$ cat config.mk
export PLATFORM = sky130hd
export DESIGN_NAME = grant_collect
export DESIGN_NICKNAME = d
export VERILOG_FILES = /design/src/rtl/arb_pkg.sv /design/src/rtl/sync_fifo.sv /design/src/rtl/grant_collect.sv
export SDC_FILE = /design/constraint.sdc
export NUM_CORES = 1
export LEC_CHECK = 0
export ABC_CLOCK_PERIOD_IN_PS = 4000
export CORE_ASPECT_RATIO = 0.7
export CORE_MARGIN = 5
export CORE_UTILIZATION = 45
export CTS_BUF_LIST = sky130_fd_sc_hd__clkbuf_8
export DETAILED_ROUTE_END_ITERATION = 8
export PLACE_DENSITY = 0.7
export SYNTH_ARGS = -nofsm -noshare
export SYNTH_HDL_FRONTEND = slang
export SYNTH_HIERARCHICAL = 1
export SYNTH_SLANG_ARGS = --single-unit
$ cat constraint.sdc
create_clock -name clk -period 4 [get_ports clk]
set_input_delay 0.6 -clock clk [delete_from_list [all_inputs] [get_ports clk]]
set_output_delay 0.6 -clock clk [all_outputs]
set_load 0.02 [all_outputs]
$ cat src/rtl/arb_pkg.sv
// Shared types for the grant collector: requester count, source tag and queue entry.
package arb_pkg;
  localparam int NUM_REQ   = 4;
  localparam int PAYLOAD_W = 8;

  typedef logic [1:0] src_t;

  // Queue entry at the default payload width; the top packs {src, payload}
  // in the same order for any DW.
  typedef struct packed {
    src_t                 src;
    logic [PAYLOAD_W-1:0] data;
  } entry_t;

  // Index of the lowest set bit; 0 when none is set.
  function automatic src_t lowest_idx(input logic [NUM_REQ-1:0] v);
    src_t r;
    r = '0;
    for (int i = NUM_REQ - 1; i >= 0; i--) begin
      if (v[i]) r = src_t'(i);
    end
    return r;
  endfunction
endpackage

$ cat src/rtl/sync_fifo.sv
// Synchronous FIFO, power-of-two depth, head read combinationally from storage.
module sync_fifo #(
  parameter int W     = 10,
  parameter int DEPTH = 4
) (
  input  logic                     clk,
  input  logic                     rst,
  input  logic                     push_i,
  input  logic                     pop_i,
  input  logic [W-1:0]             din_i,
  output logic [W-1:0]             dout_o,
  output logic                     full_o,
  output logic                     empty_o,
  output logic [$clog2(DEPTH):0]   count_o
);
  localparam int AW = $clog2(DEPTH);

  logic [W-1:0]  mem_q [DEPTH];
  logic [AW-1:0] wptr_q, wptr_d, rptr_q, rptr_d;
  logic [AW:0]   cnt_q, cnt_d;
  logic          do_push, do_pop;

  assign full_o  = (cnt_q == (AW+1)'(DEPTH));
  assign empty_o = (cnt_q == '0);
  assign count_o = cnt_q;
  assign dout_o  = mem_q[rptr_q];

  // A pop frees a slot in the same edge, so a full FIFO still accepts a push alongside it.
  assign do_pop  = pop_i && !empty_o;
  assign do_push = push_i && (!full_o || do_pop);

  // Next pointers/count; pointers wrap naturally at AW bits.
  always_comb begin
    wptr_d = wptr_q;
    rptr_d = rptr_q;
    cnt_d  = cnt_q;
    if (do_push) wptr_d = wptr_q + 1'b1;
    if (do_pop)  rptr_d = rptr_q + 1'b1;
    case ({do_push, do_pop})
      2'b10:   cnt_d = cnt_q + 1'b1;
      2'b01:   cnt_d = cnt_q - 1'b1;
      default: cnt_d = cnt_q;
    endcase
  end

  // Pointer and occupancy registers.
  always_ff @(posedge clk) begin
    if (rst) begin
      wptr_q <= '0;
      rptr_q <= '0;
      cnt_q  <= '0;
    end else begin
      wptr_q <= wptr_d;
      rptr_q <= rptr_d;
      cnt_q  <= cnt_d;
    end
  end

  // Storage needs no reset; stale words are masked by the count.
  always_ff @(posedge clk) begin
    if (do_push) mem_q[wptr_q] <= din_i;
  end
endmodule

$ cat src/rtl/grant_collect.sv
// Turns rising edges on four sticky grant lines into queued {src, payload} entries.
module grant_collect
  import arb_pkg::*;
#(
  parameter int DW    = 8,
  parameter int DEPTH = 4
) (
  input  logic                   clk,
  input  logic                   rst,
  input  logic                   ack0,
  input  logic                   ack1,
  input  logic                   ack2,
  input  logic                   ack3,
  input  logic [DW-1:0]          data0,
  input  logic [DW-1:0]          data1,
  input  logic [DW-1:0]          data2,
  input  logic [DW-1:0]          data3,
  output logic                   out_valid,
  input  logic                   out_ready,
  output logic [DW-1:0]          out_data,
  output logic [1:0]             out_src,
  output logic [$clog2(DEPTH):0] count,
  output logic                   ovf,
  output logic                   err
);
  localparam int SW = $bits(src_t);
  localparam int EW = SW + DW;

  logic [NUM_REQ-1:0] ack_vec, ack_q, rise;
  logic               push, pop, multi, drop, full, empty;
  src_t               sel;
  logic [DW-1:0]      data_sel;
  logic [EW-1:0]      head;
  logic               ovf_q, ovf_d, err_q, err_d;

  assign ack_vec = {ack3, ack2, ack1, ack0};
  assign rise    = ack_vec & ~ack_q;
  assign push    = |rise;
  assign multi   = |(rise & (rise - 1'b1));
  assign sel     = lowest_idx(rise);
  assign pop     = out_valid && out_ready;
  assign drop    = push && full && !pop;

  // Payload of the winning requester.
  always_comb begin
    data_sel = data0;
    case (sel)
      2'd1:    data_sel = data1;
      2'd2:    data_sel = data2;
      2'd3:    data_sel = data3;
      default: data_sel = data0;
    endcase
  end

  // Sticky flags only ever set; cleared solely by reset.
  always_comb begin
    ovf_d = ovf_q | drop;
    err_d = err_q | multi;
  end

  // Ack history and sticky flags.
  always_ff @(posedge clk) begin
    if (rst) begin
      ack_q <= '0;
      ovf_q <= 1'b0;
      err_q <= 1'b0;
    end else begin
      ack_q <= ack_vec;
      ovf_q <= ovf_d;
      err_q <= err_d;
    end
  end

  sync_fifo #(.W(EW), .DEPTH(DEPTH)) u_fifo (
    .clk     (clk),
    .rst     (rst),
    .push_i  (push),
    .pop_i   (pop),
    .din_i   ({sel, data_sel}),
    .dout_o  (head),
    .full_o  (full),
    .empty_o (empty),
    .count_o (count)
  );

  assign out_valid = !empty;
  assign out_src   = head[EW-1 -: SW];
  assign out_data  = head[DW-1:0];
  assign ovf       = ovf_q;
  assign err       = err_q;
endmodule

==> results of run 1 <==
[final cells by class]
cell class	count	area, um2	share of cell area [%]
clock buffer	5	68.82	2.134
tap	72	90.09	2.794
multi-input combinational	118	969.7	30.07
clock inverter	3	20.02	0.6209
sequential	55	1501	46.57
timing repair buffer	54	540.5	16.76
inverter	9	33.78	1.048
[critical path, cell delays in order (launching register included)]
cell and delay [ns]:
dfxtp_1 0.79, mux4_2 0.61, clkdlybuf4s50_1 0.55
[how the worst min path moves through the flow]
stage / end / slack [ns] / cells past startpoint
6_report: ovf$_SDFF_PP0_ / 0.49 / 2
5_1_grt: ovf$_SDFF_PP0_ / 0.53 / 2
3_5_place_dp: ovf$_SDFF_PP0_ / 0.47 / 2
4_1_cts: ovf$_SDFF_PP0_ / 0.49 / 2
2_1_floorplan: register / 0.46 / 2
3_3_place_gp: ovf$_SDFF_PP0_ / 0.46 / 2
[synthesized netlist by cell type, types with 2 or more instances]
library cell	number
a21oi_1	14
and2_2	4
clkbuf_1	2
dfxtp_1	15
edfxtp_1	40
ha_1	5
inv_1	9
mux4_2	10
nand2_1	9
nand2b_1	10
nand2b_4	2
nor2_1	15
nor2b_1	8
nor3_1	3
o21ai_0	2
o31ai_1	8
or3_1	8
xor2_1	3
[sequential cells by signal (all words and copies together), names as in the netlist, named ones only]
name / count
u_fifo/wptr_q: 2
ovf: 1
ack_q: 4
u_fifo/rptr_q: 2
u_fifo/count_o: 3
u_fifo/mem_q: 40
err: 1
[metrics by stage]
| step | total power [mW] | setup WS, ns | cells | hold WS, ns | util (%) |
|---|---|---|---|---|---|
| detailed placement | 1.401 | 0.8963 | 308 | 0.4661 | 58.72 |
| floorplan | 1.157 | 1.566 | 187 | 0.4591 | - |
| global route | 1.777 | 0.9959 | 316 | 0.5289 | 60.38 |
| finish | 1.681 | 1.143 | 316 | 0.4881 | 60.38 |
| CTS | 1.700 | 1.085 | 316 | 0.4948 | 60.38 |
| global placement | 1.397 | 0.9703 | 308 | 0.4647 | 58.72 |
[power groups by stage]
stage	Combinational [mW]	Clock (mW)	Sequential [mW]
after floorplan	0.360	0	0.797
after global placement	0.578	0	0.819
after detailed placement	0.581	0	0.820
after CTS	0.584	0.308	0.807
after global routing	0.623	0.337	0.818
final	0.580	0.296	0.804
[kinds of logic after synthesis]
logic type | Yosys count | share of synthesized area [%]
mux | 12 | 9.867
simple gates | 67 | 15.64
fa+ha+maj | 6 | 3.256
buf+inv | 14 | 2.565
compound gates | 30 | 8.436
flops | 55 | 59.20
xor+xnor | 3 | 1.036
[routing by layer]
| layer | vias to the layer above | track usage (%) |
|---|---|---|
| li1 | 796 | - |
| met1 | 756 | 20.46 |
| met2 | 40 | 23.87 |
| met3 | 0 | 4.585 |
| met4 | 0 | 2.727 |
| met5 | - | 0 |
==> out/qor.txt, run 1 <==
post-cts sizing count = 0
fin crit share = 71.42%
clock skew = 0.006552 ns
CP required = 3.40 ns
port bufs = 54
R2R depth = 11
R2R setup slack = 1.32 ns
layout net count = 288
RSZ-0062 raised after global routing = false
synthesized flop and latch total = 55
# H-tree levels = 2
Top-Level Pins = 55
WS Path Type = reg -> out
DRT met1 WL = 2544 um
Hold Vio Cnt, Final = 0
R2R Path End = u_fifo/count_o[2]$_SDFFE_PP0P_
Final setup viols = 0
most frequent cells in the layout = clkdlybuf4s50_1 (54), edfxtp_1 (40), nor2_1 (15), dfxtp_1 (15), a21oi_1 (14)
largest net degree at the start of global routing = 18
clock buffer depth = 2
ys async rst share = 0%
clock network power share = 17.6%
sequential element share of the synthesized area = 59.20%
Hold Path Origin = ovf$_SDFF_PP0_
n_diodes = 0
crit path to = out_src[1]
setup_tns = 0 ns
Routed met2 length = 2396 um
total CTS buffers = 5
synthesis-to-layout area growth = 27.13%
CTS tree = done
Int Pwr = 1.151 mW
PD cells = 521.3 nW/um2
DR WL/cell = 16.50 um
hold_buf cts = 0
Vias/cell = 5.038
Die Span Y = 72.81 um
vias in the first global route = 1626
drt initial violations = 86
critical path fanouts, max = 10
clock sink count = 55
Pre-Repair DR Iteration Count = 4
Total GRT Usage = 14.93%
Max IR drop VDD = 308.1 uV
die width = 99.73 um
Synth area leader = edfxtp_1
drc violations = 0
Mapped Cells = 187
Mapped Avg Cell Area = 13.56 um2
post-synth top area share = 47.36%
initial antenna violation count = 0
Leakage = 1.129 nW
CTS root buf = clkbuf_8
Initial Utilization = 47.49%
ratio of cells with drive above 1 in the final layout = 13.52%
FP Rows = 22
full die area = 7261 um2
Worst EP arrival = 2.26 ns
worst skew pair latency = 0.30 ns
DRT Wirelength = 5214 um
Sw Pwr = 529.4 uW
Worst slew margin = 52.17%
Top Layer Used = met3
fmax = 0.3501 GHz
switch share = 31.50%
Filler Cells Inserted = 438
first-pass GRT wire length = 8183 um
Max-Cap Viols = 0
Final Max Slew Viols = 0
Crit. End Element = primary output
Reg-to-Reg Start = u_fifo/count_o[0]$_SDFFE_PP0P_
sequential group share of total power = 47.9%
Design Area, Final = 3224 um2
combinational group share of total power = 34.5%
Most used DFF post-synth = edfxtp_1
Post-synth EDFFs = 40
Yosys Warn Count = 6
Post-Synthesis Cell Area = 2536 um2
Tmin final = 2.857 ns
crit start category = register
outcome = completed
Final HPWL DP = 3800 um
antenna viol nets, final = 0
Distinct cells, synth = 38
top post-synthesis cells by area = edfxtp_1 (47%), dfxtp_1 (12%), mux4_2 (8.9%), a21oi_1 (2.8%), ha_1 (2.5%)
most common cell after layout, fill and taps aside = clkdlybuf4s50_1
Core Footprint = 5340 um2
total number of vias = 1592
Post-DP Area = 3136 um2
Tightest Pin Transition = 0.7164 ns
GRT Residual Overflow = 0
metal3 WL = 273 um
clk slew on worst S/H paths = 0.09 ns
GPL Wtd Cong = 0.7325
Syn Nets = 232
Post-CTS Setup Inserts = 0
class of the worst hold path = reg -> reg
No activity file was read; power rests on OpenSTA's default activity.
==> run 2: changes to the inputs <==
ABC_CLOCK_PERIOD_IN_PS = 2600   (was 4000)
PLACE_DENSITY = 0.73   (was 0.7)
clock period = 2.6 ns   (was 4 ns; I/O delays follow)
==> run 2 against run 1 <==
Compared with the run above: critical endpoint is now u_fifo/count_o[2]$_SDFFE_PP0P_; hold slack better by 0.016 ns; die area unchanged; global-route usage increased by 0.69 points; count of clock-buffer cells in the layout unchanged.
==> out/qor.txt, run 2 (synthesis results as in run 1) <==
largest register by flop count = u_fifo/mem_q
CP max-delay cell = clkdlybuf4s50_1
synthesis-to-layout area growth = 32.66%
Largest register FFs = 40 (unchanged)
DRT Wirelength = 5524 um (+5.9%)
Final Max Slew Viols = 0 (unchanged)
fin crit share = 91.42%
port bufs = 54 (unchanged)
DR WL/cell = 16.54 um (+0.24%)
Crit path max-delay family = simple AND/OR/NAND/NOR gates
vias in the first global route = 1713 (+5.4%)
RSZ-0062 raised after global routing = false
antenna viol nets, final = 0 (unchanged)
Top-Level Pins = 55 (unchanged)
clock skew = 0.004924 ns (-0.001628 ns)
Hold Path Origin = ovf$_SDFF_PP0_
Worst Hold Path EP = ovf$_SDFF_PP0_
WP buf/inv = 3 (+2)
Max-Cap Viols = 0 (unchanged)
FP Rows = 22 (unchanged)
Vias/cell = 5.120 (+1.6%)
Reg-to-Reg Start = u_fifo/count_o[1]$_SDFFE_PP0P_
Final Util = 63.00% (+2.6 points)
Worst slew margin = 59.56% (+7.4 points)
die width = 99.73 um (unchanged)
Die Span Y = 72.81 um (unchanged)
Pre-Repair DR Iteration Count = 4 (unchanged)
Crit. End Element = register
n_diodes = 0 (unchanged)
Max IR drop VDD = 492.7 uV (+60%)
Initial Utilization = 47.49% (unchanged)
full die area = 7261 um2 (unchanged)
Total GRT Usage = 15.62% (+0.69 points)
Tightest Pin Transition = 0.6066 ns (-0.1099 ns)
Cell Chain, Critical Path = clkdlybuf4s50_1, nand2b_4, nand4_1, a21boi_2, inv_1, ha_1, inv_1, fa_1, xor2_1, or3_2, a21oi_1
layout net count = 306 (+6.3%)
Final setup viols = 0 (unchanged)
Final HPWL DP = 4204 um (+11%)
Post-DP Area = 3271 um2 (+4.3%)
GPL Wtd Cong = 0.8068 (+10%)
CTS root buf = clkbuf_8
R2R setup slack = 0.28 ns (-1.04 ns)
ratio of cells with drive above 1 in the final layout = 19.85% (+6.3 points)
outcome = completed
worst skew pair latency = 0.30 ns (about the same)
most frequent cells in the layout = clkdlybuf4s50_1 (54), edfxtp_1 (40), buf_4 (18)
Hold Vio Cnt, Final = 0 (unchanged)
WHS Path Cells = 2 (unchanged)
class of the worst hold path = reg -> reg
R2R depth = 11 (unchanged)
CP peak stage delay = 0.48 ns (-0.31 ns)
Filler Cells Inserted = 420 (-4.1%)
total number of vias = 1710 (+7.4%)
R2R Path End = u_fifo/count_o[2]$_SDFFE_PP0P_
Tmin final = 2.377 ns
initial antenna violation count = 0 (unchanged)
Design Area, Final = 3364 um2 (+4.3%)
drc violations = 0 (unchanged)
Core Footprint = 5340 um2 (unchanged)
CP required = 2.84 ns (-0.56 ns)
drt initial violations = 86 (unchanged)
# H-tree levels = 2 (unchanged)
most common cell after layout, fill and taps aside = clkdlybuf4s50_1
fmax = 0.4207 GHz
Post-CTS Setup Inserts = 0 (unchanged)
clock buffer depth = 2 (unchanged)
first-pass GRT wire length = 8721 um (+6.6%)
clk slew on worst S/H paths = 0.09 ns (about the same)
PD cells = 795.8 nW/um2 (+53%)
cell mode on critical path = inv_1
crit start category = input pin
clock sink count = 55 (unchanged)
GRT Residual Overflow = 0 (unchanged)
WS Path Type = in -> reg
critical path fanouts, max = 3 (-7)
largest net degree at the start of global routing = 18 (unchanged)
total CTS buffers = 5 (unchanged)
CTS tree = done
Worst EP arrival = 2.62 ns (+0.36 ns)
Leakage = 1.214 nW (+7.5%)
-- run 2: cell count changes in the layout (fill, tap and decap cells not counted), sizes merged --
cell / change
buf: +18
clkinv: +2
inv: -2
-- run 2: metrics by stage --
stage                     setup WS (ns)  power [mW]  cells  hold slack, ns  setup TNS [ns]
after detailed placement       -0.09459       2.245    326          0.4688        -0.09459
after CTS                        0.1248       2.697    334          0.5024               0
final                            0.2231       2.677    334          0.5040               0
after global placement         -0.02761       2.215    326          0.4693        -0.02761
after floorplan                  0.2115       1.780    187          0.4591               0
after global routing            0.06691       2.822    334          0.5517               0
-- run 2: worst max path at each step --
stage	start	to	slack, ns	cells past startpoint
3_5_place_dp	ack3	u_fifo/count_o[2]$_SDFFE_PP0P_	-0.09	11
2_1_floorplan	u_fifo/count_o[1]$_SDFFE_PP0P_	u_fifo/count_o[2]$_SDFFE_PP0P_	0.21	11
5_1_grt	u_fifo/count_o[1]$_SDFFE_PP0P_	u_fifo/count_o[2]$_SDFFE_PP0P_	0.07	11
6_report	ack3	u_fifo/count_o[2]$_SDFFE_PP0P_	0.22	11
4_1_cts	u_fifo/count_o[1]$_SDFFE_PP0P_	u_fifo/count_o[2]$_SDFFE_PP0P_	0.12	11
3_3_place_gp	ack3	u_fifo/count_o[2]$_SDFFE_PP0P_	-0.03	11
-- run 2: final cells by class --
type / count / area, um2 / area share (%)
clock buffers: 5 / 68.82 / 2.045
clock inverters: 3 / 20.02 / 0.5950
inverters: 9 / 33.78 / 1.004
multi-input cells: 118 / 974.7 / 28.97
flip-flops and latches: 55 / 1501 / 44.63
well taps: 72 / 90.09 / 2.678
repair buffers: 72 / 675.6 / 20.08
-- run 2: worst register-to-register path: cells and delay by family, from the launching register on --
family | cells | cell delay [ns]
buffers and inverters | 3 | 0.20
XOR/XNOR | 1 | 0.15
flip-flops | 1 | 0.33
AO/OA/AOI/OAI | 2 | 0.20
AND/OR/NAND/NOR | 3 | 0.85
adder cells (fa/ha/maj) | 2 | 0.53
-- run 2: report_power, final --
group | switching, mW | internal, mW | leakage [nW]
clock network | 0.271 | 0.188 | 0.0418
logic | 0.515 | 0.510 | 0.673
registers | 0.0585 | 1.13 | 0.499
total | 0.845 | 1.83 | 1.21
-- run 2: what timing repair did --
item	4_1_cts	5_1_grt
gates resized for setup	0	1
setup endpoints to repair	0	1
hold buffers	0	0
-- run 2: layer usage --
| metal | vias to the layer above | wire length (um) | share of wire, % | GRT usage (%) |
|---|---|---|---|---|
| met5 | - | 0 | 0 | 0 |
| met4 | 0 | 24 | 0.43 | 2.424 |
| met3 | 4 | 302 | 5.5 | 5.158 |
| met2 | 40 | 2473 | 45 | 24.39 |
| met1 | 831 | 2723 | 49 | 21.80 |
| li1 | 835 | - | - | - |
==> run 3: changes to the inputs <==
CORE_ASPECT_RATIO = default   (was 0.7)
SLEW_MARGIN = 20   (was default)
==> run 3 against run 2 <==
Compared with the run above: sequential share of layout area increased by 0.14 points; sequential cell count unchanged; clock power increased by 20%; sequential power about the same; critical path type unchanged.
==> out/qor.txt, run 3 (synthesis results as in run 1) <==
vias in the first global route = 1638 (-4.4%)
Post-CTS Setup Inserts = 0 (unchanged)
PD cells = 806.9 nW/um2 (+1.4%)
CP max-delay cell = clkdlybuf4s50_1
Largest register FFs = 40 (unchanged)
# H-tree levels = 2 (unchanged)
worst hold slack = 0.4818 ns (-0.02216 ns)
clock skew = 0.005809 ns (+0.0008849 ns)
Die Span Y = 85.08 um (+17%)
port bufs = 54 (unchanged)
fin worst setup slack = 0.2411 ns (+0.01801 ns)
crit path to = u_fifo/count_o[2]$_SDFFE_PP0P_
largest net degree at the start of global routing = 18 (unchanged)
Total GRT Usage = 14.08% (-1.5 points)
largest register by flop count = u_fifo/mem_q
antenna viol nets, final = 0 (unchanged)
Filler Cells Inserted = 435 (+3.6%)
Cell Chain, Critical Path = clkdlybuf4s50_1, nand2b_4, nand4_1, a21boi_2, inv_1, ha_1, inv_1, fa_1, xor2_1, or3_2, a21oi_1
CP peak stage delay = 0.47 ns (about the same)
Post-DP Area = 3241 um2 (-0.92%)
setup_tns = 0 ns (unchanged)
CTS tree = done
layout net count = 302 (-1.3%)
Reg-to-Reg Start = u_fifo/count_o[1]$_SDFFE_PP0P_
Final setup viols = 0 (unchanged)
GPL Wtd Cong = 0.7475 (-7.4%)
Final Max Slew Viols = 0 (unchanged)
most common cell after layout, fill and taps aside = clkdlybuf4s50_1
class of the worst hold path = reg -> reg
WS Path Type = in -> reg
Pre-Repair DR Iteration Count = 4 (unchanged)
critical path fanouts, max = 3 (unchanged)
Core Footprint = 5507 um2 (+3.1%)
Final HPWL DP = 3638 um (-13%)
Design Area, Final = 3357 um2 (-0.22%)
Leakage = 1.207 nW (-0.61%)
hold_buf cts = 0 (unchanged)
clk slew on worst S/H paths = 0.09 ns (about the same)
sequential cell area = 1503 um2 (about the same)
placed insts = 322 (-1.2%)
Worst path depth = 11 (unchanged)
synthesis-to-layout area growth = 32.36%
Initial Utilization = 46.06% (-1.4 points)
fin crit share = 90.73% (-0.69 points)
drt initial violations = 50 (-42%)
Tightest Pin Transition = 0.5807 ns (-0.02589 ns)
Worst slew margin = 61.17% (+1.6 points)
first-pass GRT wire length = 8024 um (-8.0%)
Max IR drop VDD = 465.8 uV (-5.5%)
full die area = 7238 um2 (-0.32%)
Tmin final = 2.359 ns (-0.01801 ns)
CTS root buf = clkbuf_8
crit start category = input pin
RSZ-0062 raised after global routing = false
total number of vias = 1617 (-5.4%)
R2R setup slack = 0.26 ns (-0.02 ns)
Crit. End Element = register
CP required = 2.83 ns (about the same)
Crit path max-delay family = simple AND/OR/NAND/NOR gates
DR WL/cell = 14.78 um (-11%)
DRT Wirelength = 4877 um (-12%)
FP Rows = 27 (+23%)
pre-CTS WS = -0.1026 ns (-0.007969 ns)
Max-Cap Viols = 0 (unchanged)
most frequent cells in the layout = clkdlybuf4s50_1 (54), edfxtp_1 (40), nor2_1 (15)
die width = 85.08 um (-15%)
outcome = completed
initial antenna violation count = 0 (unchanged)
GRT Residual Overflow = 0 (unchanged)
non-filler cells, final = 330 (-1.2%)
clock sink count = 55 (unchanged)
Worst EP arrival = 2.59 ns (-0.03 ns)
R2R Path End = u_fifo/count_o[2]$_SDFFE_PP0P_
drc violations = 0 (unchanged)
cell mode on critical path = inv_1
n_diodes = 0 (unchanged)
Top-Level Pins = 55 (unchanged)
Vias/cell = 4.900 (-4.3%)
origin of the worst setup path = ack3
ratio of cells with drive above 1 in the final layout = 18.99% (-0.86 points)
fmax = 0.4239 GHz (+0.76%)
R2R depth = 10 (-1)
WP buf/inv = 3 (unchanged)
Hold Vio Cnt, Final = 0 (unchanged)
worst skew pair latency = 0.30 ns (about the same)
clock buffer depth = 2 (unchanged)
total CTS buffers = 5 (unchanged)
area of the multi-input gates = 974.7 um2 (unchanged)
run 3: cell types whose count changed in the layout (fill, tap and decap cells not counted), sizes merged:
cell,previous run,this run
buf,18,14
clkinv,2,0
bufinv,0,1
inv,9,10
run 3: area by class of cell:
cell class | instances | share of cell area (%)
Inverter | 9 | 1.006
Multi-Input combinational cell | 118 | 29.03
Tap cell | 72 | 2.684
Sequential cell | 55 | 44.76
Clock buffer | 5 | 2.050
Timing Repair Buffer | 68 | 19.23
Clock inverter | 3 | 1.230
run 3: how the worst min path moves through the flow:
stage                     cells after the start                          start  slack, ns                            end
after floorplan                               2  u_fifo/rptr_q[1]$_SDFFE_PP0P_       0.46                       register
after global placement                        2                 ovf$_SDFF_PP0_       0.46                 ovf$_SDFF_PP0_
after detailed placement                      2                 ovf$_SDFF_PP0_       0.46                 ovf$_SDFF_PP0_
after CTS                                     2                 ovf$_SDFF_PP0_       0.49                 ovf$_SDFF_PP0_
after global routing                          2  u_fifo/rptr_q[1]$_SDFFE_PP0P_       0.53  u_fifo/rptr_q[1]$_SDFFE_PP0P_
final                                         2                 ovf$_SDFF_PP0_       0.48                 ovf$_SDFF_PP0_
run 3: power by group:
| group | total, mW | internal, mW | switching [mW] |
|---|---|---|---|
| Sequential | 1.21 | 1.14 | 0.0704 |
| Clock | 0.551 | 0.284 | 0.267 |
| Combinational | 0.951 | 0.484 | 0.467 |
run 3: metal layers:
layer | GRT usage (%) | part of all wire, % | up-vias
li1 | - | - | 823
met1 | 17.48 | 44 | 749
met2 | 23.52 | 48 | 40
met3 | 4.369 | 6.1 | 5
met4 | 4.317 | 1.4 | 0
met5 | 0 | 0 | -
run 3: what timing repair did:
action                                  4_1_cts  5_1_grt
gates resized for setup                       0        2
hold endpoints to repair                      0        0
endpoints found under the setup margin        0        1
run 3: per-stage QoR:
| stage | total power [mW] | utilization [%] |
|---|---|---|
| 2_1_floorplan | 1.780 | - |
| 6_report | 2.709 | 60.96 |
| 5_1_grt | 2.861 | 60.96 |
| 4_1_cts | 2.735 | 60.85 |
| 3_5_place_dp | 2.183 | 58.85 |
| 3_3_place_gp | 2.164 | 58.85 |
run 3: tightest hold or removal path: stages, from the launching register on:
cell	delay [ns]
dfxtp_1	0.34
a21oi_1	0.04
nor2_1	0.07
